### config.mk
export PLATFORM = sky130hd
export DESIGN_NAME = move_collector
export DESIGN_NICKNAME = d
export VERILOG_FILES = /design/src/rtl/move_collector.sv
export SDC_FILE = /design/constraint.sdc
export NUM_CORES = 1
export LEC_CHECK = 0
export BUFFER_PORTS_ARGS = -buffer_cell sky130_fd_sc_hd__clkbuf_2
export CAP_MARGIN = 5
export CORE_MARGIN = 3
export CORE_UTILIZATION = 50
export DETAILED_ROUTE_END_ITERATION = 8
export GPL_ROUTABILITY_DRIVEN = 1
export PLACE_DENSITY_LB_ADDON = 0.12
export REMOVE_ABC_BUFFERS = 1
export SLEW_MARGIN = 20
export SYNTH_ARGS = -nofsm -noshare
export SYNTH_HDL_FRONTEND = slang
export SYNTH_SLANG_ARGS = --single-unit
export TNS_END_PERCENT = 30
### constraint.sdc
create_clock -name clk -period 7.05 [get_ports clk]
set_input_delay 1.41 -clock clk [delete_from_list [all_inputs] [get_ports clk]]
set_output_delay 1.41 -clock clk [all_outputs]
set_load 0.01 [all_outputs]
### src/rtl/move_collector.sv
// Snapshots one square's 16 incoming ray/knight move words on start and streams
// every non-empty slot, in fixed direction order, as a decoded move record.
module move_collector #(
   parameter int NUM_DIR = 16
) (
   input  logic        clk,
   input  logic        rst_n,
   input  logic [5:0]  pos,
   input  logic        start,
   input  logic [10:0] U_move,
   input  logic [10:0] D_move,
   input  logic [10:0] L_move,
   input  logic [10:0] R_move,
   input  logic [10:0] UL_move,
   input  logic [10:0] UR_move,
   input  logic [10:0] DL_move,
   input  logic [10:0] DR_move,
   input  logic [7:0]  UUL_move,
   input  logic [7:0]  UUR_move,
   input  logic [7:0]  LLU_move,
   input  logic [7:0]  RRU_move,
   input  logic [7:0]  DDL_move,
   input  logic [7:0]  DDR_move,
   input  logic [7:0]  LLD_move,
   input  logic [7:0]  RRD_move,
   output logic        mv_valid,
   input  logic        mv_ready,
   output logic [5:0]  mv_from,
   output logic [5:0]  mv_to,
   output logic [4:0]  mv_flags,
   output logic [3:0]  mv_dir,
   output logic        busy,
   output logic        done,
   output logic [4:0]  count
);

   typedef enum logic [1:0] {IDLE, SCAN, EMIT, DONE} state_t;

   state_t               state_r;
   logic [10:0]          ray_r [8];
   // Knight snapshot keeps {word[7], word[5:0]}; bit 6 only matters for emptiness.
   logic [6:0]           kn_r [8];
   logic [5:0]           pos_r;
   logic [NUM_DIR-1:0]   mask_r;

   logic [10:0]          ray_in_s [8];
   logic [7:0]           kn_in_s [8];
   logic [NUM_DIR-1:0]   mask_in_s;
   logic                 sel_found_s;
   logic [3:0]           sel_idx_s;
   logic [5:0]           sel_from_s;
   logic [4:0]           sel_flags_s;

   // Returns {found, index} of the lowest set bit of the mask.
   function automatic logic [4:0] lowest_set(input logic [NUM_DIR-1:0] m);
      logic [4:0] res;
      res = 5'd0;
      for (int i = NUM_DIR - 1; i >= 0; i--) begin
         if (m[i]) begin
            res = {1'b1, 4'(i)};
         end
      end
      return res;
   endfunction

   assign ray_in_s[0] = U_move;   assign ray_in_s[1] = D_move;
   assign ray_in_s[2] = L_move;   assign ray_in_s[3] = R_move;
   assign ray_in_s[4] = UL_move;  assign ray_in_s[5] = UR_move;
   assign ray_in_s[6] = DL_move;  assign ray_in_s[7] = DR_move;
   assign kn_in_s[0]  = UUL_move; assign kn_in_s[1]  = UUR_move;
   assign kn_in_s[2]  = LLU_move; assign kn_in_s[3]  = RRU_move;
   assign kn_in_s[4]  = DDL_move; assign kn_in_s[5]  = DDR_move;
   assign kn_in_s[6]  = LLD_move; assign kn_in_s[7]  = RRD_move;

   // Non-empty mask of the live inputs, ray slots in the low byte.
   always_comb begin
      mask_in_s = '0;
      for (int i = 0; i < 8; i++) begin
         mask_in_s[i]     = (ray_in_s[i] != 11'h000);
         mask_in_s[i + 8] = (kn_in_s[i] != 8'h00);
      end
   end

   // Priority select and decode of the next pending slot from the snapshot.
   always_comb begin
      sel_found_s = 1'b0;
      sel_idx_s   = 4'd0;
      sel_from_s  = 6'd0;
      sel_flags_s = 5'd0;
      {sel_found_s, sel_idx_s} = lowest_set(mask_r);
      if (sel_idx_s[3] == 1'b0) begin
         sel_from_s  = ray_r[sel_idx_s[2:0]][5:0];
         sel_flags_s = ray_r[sel_idx_s[2:0]][10:6];
      end else begin
         sel_from_s  = kn_r[sel_idx_s[2:0]][5:0];
         sel_flags_s = {kn_r[sel_idx_s[2:0]][6], 4'b0000};
      end
   end

   // Control FSM with snapshot storage and registered record outputs.
   always_ff @(posedge clk or negedge rst_n) begin
      if (!rst_n) begin
         state_r  <= IDLE;
         pos_r    <= 6'd0;
         mask_r   <= '0;
         mv_valid <= 1'b0;
         mv_from  <= 6'd0;
         mv_to    <= 6'd0;
         mv_flags <= 5'd0;
         mv_dir   <= 4'd0;
         busy     <= 1'b0;
         done     <= 1'b0;
         count    <= 5'd0;
         for (int i = 0; i < 8; i++) begin
            ray_r[i] <= 11'h000;
            kn_r[i]  <= 7'h00;
         end
      end else begin
         case (state_r)
            IDLE: begin
               done <= 1'b0;
               if (start) begin
                  for (int i = 0; i < 8; i++) begin
                     ray_r[i] <= ray_in_s[i];
                     kn_r[i]  <= {kn_in_s[i][7], kn_in_s[i][5:0]};
                  end
                  pos_r   <= pos;
                  mask_r  <= mask_in_s;
                  count   <= 5'd0;
                  busy    <= 1'b1;
                  state_r <= SCAN;
               end
            end
            SCAN: begin
               if (!sel_found_s) begin
                  done    <= 1'b1;
                  state_r <= DONE;
               end else begin
                  mv_from  <= sel_from_s;
                  mv_to    <= pos_r;
                  mv_flags <= sel_flags_s;
                  mv_dir   <= sel_idx_s;
                  mv_valid <= 1'b1;
                  state_r  <= EMIT;
               end
            end
            EMIT: begin
               if (mv_ready) begin
                  mask_r[mv_dir] <= 1'b0;
                  count          <= count + 5'd1;
                  mv_valid       <= 1'b0;
                  state_r        <= SCAN;
               end
            end
            DONE: begin
               done    <= 1'b0;
               busy    <= 1'b0;
               state_r <= IDLE;
            end
            default: begin
               mv_valid <= 1'b0;
               busy     <= 1'b0;
               done     <= 1'b0;
               state_r  <= IDLE;
            end
         endcase
      end
   end

endmodule

## Yosys cells after proc, flatten, opt, wreduce, memory -nomap -nowiden

Cells that the tools add are included.

- Memories: 0
- Latch bits: 0
- Output and inout bits: 29
- ROM bits: 0
- Register bits: 197
- Memory bits (writable): 0

- Add/subtract/negate cells: 1
- Order comparisons: 3
- Reduce and logical (&&, ||, !) cells: 30
- Multiplexer cells: 43
- Shifts and indexed selects: 0
- Multipliers: 0
- Bitwise gates (word level): 3
- Eq/ne operators: 7
- Divide/modulo/power cells: 0

Operators with widths:

| kind | count |
|---|---|
| $mux 5 | 19 |
| $reduce_bool 11->1 | 8 |
| $reduce_bool 8->1 | 8 |
| $bmux 11 s3 | 1 |
| $mux 16 | 2 |
| $pmux 16 s2 | 1 |
| $mux 11 | 2 |
| $bmux 7 s3 | 1 |
| $and 16x16->16 | 1 |
| $not 16->16 | 1 |
| $mux 7 | 2 |
| $pmux 5 s2 | 1 |
| $reduce_and 2->1 | 5 |
| $ne 2x2->1 const B | 4 |
| $pmux 2 s4 | 1 |
| $reduce_bool 2->1 | 4 |
| $mux 1 | 6 |
| $mux 6 | 1 |
| $pmux 1 s2 | 3 |
| $reduce_and 3->1 | 2 |
| $add 5x1->5 const B | 1 |
| $lt 4x5->1 const B | 1 |
| $demux 1 s4 | 1 |
| $eq 2x2->1 const B | 2 |
| other kinds (8) | 9 |

## Longest topological paths before layout

- Depth after elaboration: 21
- Gate-level depth with buffers: 9
- Depth with buffers taken out: 8

## Worst setup path after synthesis

OpenSTA, ideal clock, no wires.

- Kind: in2reg
- From: input port mv_ready
- To: register mask_r[10]
- Library setup time: 83 ps
- Setup slack: 4,261 ps
- Cell stages on the path: 7
- Data arrival time: 2,707 ps
- Cell sequence: inv_1 -> a21oi_1 -> o21ai_1 -> or2_2 -> clkbuf_1 -> clkbuf_1 -> o21ai_0

- Word-level cells in the longest chain between the ends: 2

RTL lines:

| item | line | RTL |
|---|---|---|
| start: declaration | 27 | `input logic mv_ready,` |
| $ne 2x2->1 (no source line) | - |  |
| $reduce_and 3->1 (no source line) | - |  |
| end signal: assignment | 128 | `mask_r <= mask_in_s;` |
| end: declaration | 44 | `logic [NUM_DIR-1:0] mask_r;` |

Every way passes these cells.
A chain may end at the register's enable or synchronous reset.

## Worst setup path after layout

- From: register mask_r[10]
- To: register mv_flags[2]

- Word-level cells in the longest chain between the ends: 16
- Elaborated cells on any way between the ends: 17

RTL lines:

| item | line | RTL |
|---|---|---|
| $mux 5 (*) (11 in a row) | 59 | `if (m[i]) begin` |
| $not 3->4 (implied by the code) | 93 | `sel_flags_s = ray_r[sel_idx_s[2:0]][10:6];` |
| $bmux 11 s3 | 93 |  |
| $mux 11 (implied by the code) (2 in a row) | 93 |  |
| $mux 5 | 91 | `if (sel_idx_s[3] == 1'b0) begin` |
| end signal: assignment | 141 | `mv_flags <= sel_flags_s;` |
| end: declaration | 30 | `output logic [4:0] mv_flags,` |

Mark *: on every way between the ends. The rest lies on a longest branch, timed or not. The select of a mux whose other input is x is not followed.

==> flow_summary.json <==
{
  "async_flop_share": 1.00,
  "power_share_of_the_sequential_group": 0.426,
  "worstPathArrival_ns": 3.39,
  "coreArea_um2": 18200,
  "synth.avg_cell_area_um2": 11.6,
  "relSlewSlack": 0.332,
  "pd_cells_nw_per_um2": 416,
  "power.clock.fraction": 0.207,
  "top_signal_layer_used": "met4",
  "combinationalPowerShare": 0.367,
  "synthDominantCellAreaShare": 0.524,
  "grt_start_max_net_pins": 75,
  "power_switching_share": 0.354,
  "groute.usage.overall": 0.257,
  "setup_viol": 0,
  "start_util": 0.517,
  "worst-endpoint-required_ns": 7.38,
  "critPathMaxFanout": 29,
  "routed_wirelength_um": 25600,
  "leakage_nw": 4.96,
  "route.met3.wl_um": 1480,
  "cts_hold_buffers": 0,
  "insertion_delay_ns": 0.45,
  "io_pins": 191,
  "finalHoldViolations": 0,
  "total_switching_power_w": 0.00164,
  "clkSlewWorstSetupHoldPaths_ns": 0.08,
  "post_synthesis_cell_area_um2": 9410,
  "drv_slew": 0,
  "die_area_um2": 20500,
  "ir_worst_vdd_v": 0.000214,
  "fin_total_pwr_w": 0.00462,
  "met2_wirelength_um": 11800,
  "worst_min_delay_path_category": "flop to flop",
  "synthTopCellsByArea": "dfrtp_1 (52%), mux2_2 (19%), o21ai_0 (3.4%)",
  "synth-seq-area-share": 0.524,
  "power_report.internal_total_w": 0.00299,
  "cts_tree": "done",
  "critPathBufInv": 1,
  "yosys_most_used_dff": "dfrtp_1",
  "worstSetupPathType": "flop to flop",
  "drt-wirelength-per-cell_um": 20.8,
  "hpwl_um": 18400,
  "synth.ff_latch_count": 197,
  "cts_resized": 0,
  "cts_buffer_depth": 2,
  "fmax_mhz": 327,
  "grt_pass1_wl_um": 40200,
  "max_slew.worst_pin.slew_ns": 0.999,
  "clock-sinks": 197,
  "drcViolationCount": 0,
  "routedLengthMet1_um": 11900,
  "yosys_warnings": 0,
  "yosys.cell_types.count": 53,
  "final_min_period_over_clock_period": 0.434,
  "area_delta_synth_final_pct": 18.1,
  "setup_ws_ns": 3.99,
  "endpoint_kind": "flop",
  "setup_total_negative_slack_ns": 0,
  "period_minus_slack_ns": 3.06,
  "detailedRoute.firstPassIterationCount": 5,
  "dieWidth_um": 143,
  "unrepaired_setup_endpoints_after_global_routing": "no",
  "grt_overflow": 0,
  "gp_routability_congestion": 0.840,
  "number_of_synthesized_flops_with_an_enable_pin": 0,
  "drtIter0Drc": 536,
  "cp_slowest_stage_delay_ns": 0.65,
  "num_vias": 7333,
  "fp-row-count": 49,
  "crit_path_top_delay_cell": "mux4_2",
  "nNetsFinal": 1151,
  "die_h_um": 143,
  "numPortBuffers": 190,
  "final_antenna_net_count": 0,
  "maxCapViolations": 0,
  "finClkSkew_ns": 0.0123,
  "antenna_diode_count": 0,
  "crit_path_cell_trace": "or3b_1, a31oi_4, o31ai_4, buf_4, nand2_2, mux4_2, a22oi_1, nand2_1",
  "routed_via_density": 5.98,
  "clock_tree.root_cell": "clkbuf_16",
  "syn-instance-count": 813,
  "place_area_um2": 10500,
  "drive_gt1_frac": 0.407,
  "numCtsBuffers": 17,
  "cts.repair_timing.setup_buffer_count": 0,
  "cts-htree-levels": 4,
  "critical_path.startpoint_type": "flop",
  "fill_cells": 1476,
  "critical_path.top_delay_family": "simple AND/OR/NAND/NOR gates",
  "preCtsSetupSlack_ns": 3.76,
  "synth_area_leader_cell": "dfrtp_1",
  "grt_antenna_before_repair": 0,
  "grt_pass1_vias": 7120,
  "layout.cell_area.non_filler_um2": 11100,
  "status": "completed",
  "hold_ws_ns": 0.479
}
[cell usage after synthesis (2+ instances only)]
master and n:
mux2i_1 8, o21ai_0 63, nor4_1 43, a21oi_1 16, buf_2 4, o31ai_1 2
o211ai_1 2, ha_1 5, nand2b_1 4, nand4_1 7, nand3_1 55, mux2_2 157
or4_1 4, a21o_1 3, buf_6 2, nor2b_1 8, a31oi_1 12, clkbuf_1 34
mux4_2 8, a211o_1 7, a22o_1 5, a32oi_1 5, and3_1 16, a22oi_1 6
a21boi_0 2, dfrtp_1 197, a32o_1 2, o22ai_1 5, a211oi_1 9, nor2_1 20
buf_1 8, inv_1 8, nor3_1 4, nand2_1 63
[final cells by class]
| type | count | area, µm² | area share |
|---|---|---|---|
| timing repair buffer | 201 | 1040 | 0.0938 |
| multi-input combinational | 559 | 4250 | 0.383 |
| sequential | 197 | 4930 | 0.444 |
| clock buffer | 18 | 439 | 0.0395 |
| tap | 229 | 287 | 0.0258 |
| clock inverter | 14 | 134 | 0.0120 |
| inverter | 8 | 30.0 | 0.00270 |
[cells in the final DEF (no fill, tap or decap), types with 5 or more instances in the layout]
cell type | Yosys | final
dfrtp_1 | 197 | 197
clkbuf_2 | 0 | 189
mux2_2 | 157 | 157
o21ai_0 | 63 | 63
nand2_1 | 63 | 62
nand3_1 | 55 | 55
nor4_1 | 43 | 43
nor2_1 | 20 | 20
clkbuf_16 | 0 | 17
a21oi_1 | 16 | 16
and3_1 | 16 | 16
a31oi_1 | 12 | 12
buf_4 | 1 | 11
a211oi_1 | 9 | 9
inv_1 | 8 | 8
nor2b_1 | 8 | 8
mux4_2 | 8 | 8
mux2i_1 | 8 | 8
nand4_1 | 7 | 7
a211o_1 | 7 | 7
a22oi_1 | 6 | 6
a22o_1 | 5 | 5
o22ai_1 | 5 | 5
a32oi_1 | 5 | 5
ha_1 | 5 | 5
inv_8 | 0 | 5
[logic make-up (layout without fill, tap and decap cells)]
logic type               after synthesis  count (layout)  synth area share
buffers and inverters                 57             241            0.0253
multiplexers                         173             173             0.216
adder cells (fa/ha/maj)                5               5           0.00665
AO/OA/AOI/OAI                        151             151             0.104
AND/OR/NAND/NOR                      230             230             0.124
flip-flops                           197             197             0.524
[power groups by stage]
stage               logic [W]  registers, W  clock network, W
global route          0.00187       0.00203           0.00101
CTS                   0.00170       0.00196          0.000971
finish                0.00170       0.00197          0.000957
detailed placement    0.00169       0.00198                 0
floorplan             0.00127       0.00190                 0
global placement      0.00166       0.00196                 0
[final timing paths]
check	from	endpoint	slack (ns)	cells after the start
setup / recovery	mask_r[10]	mv_flags[2]	3.99	8
hold / removal	mv_flags[2]	mv_flags[2]	0.48	2
setup reg to reg	mask_r[10]	mv_flags[2]	3.99	8
hold reg to reg	mv_flags[2]	mv_flags[2]	0.48	2
max in group asynchronous	rst_n	mask_r[13]	4.81	2
min in group asynchronous	rst_n	ray_r[18]	0.95	1
[per-stage QoR]
step	utilization	instances
after detailed placement	0.579	1194
after CTS	0.610	1226
after global placement	0.579	1194
after global routing	0.610	1226
after floorplan	-	764
final	0.610	1226
[state kept, by name, indices dropped and copies added (netlist names)]
register,cells
mv_valid,1
state_r,2
kn_r,56
busy,1
count,5
ray_r,88
mv_from,6
mv_dir,4
pos_r,6
mask_r,16
done,1
mv_to,6
mv_flags,5
[worst register-to-register path: stages, from the launching register on]
cell and delay [ns]:
dfrtp_1 0.42, or3b_1 0.43, a31oi_4 0.22, o31ai_4 0.09
buf_4 0.26, nand2_2 0.62, mux4_2 0.65, a22oi_1 0.21
nand2_1 0.07
[per-layer routing]
| metal | vias up | GRT usage |
|---|---|---|
| met1 | 3661 | 0.389 |
| met5 | - | 0 |
| met2 | 245 | 0.387 |
| met3 | 25 | 0.0449 |
| li1 | 3402 | - |
| met4 | 0 | 0.0595 |
Note: power is estimated with default switching activity, not from simulation.
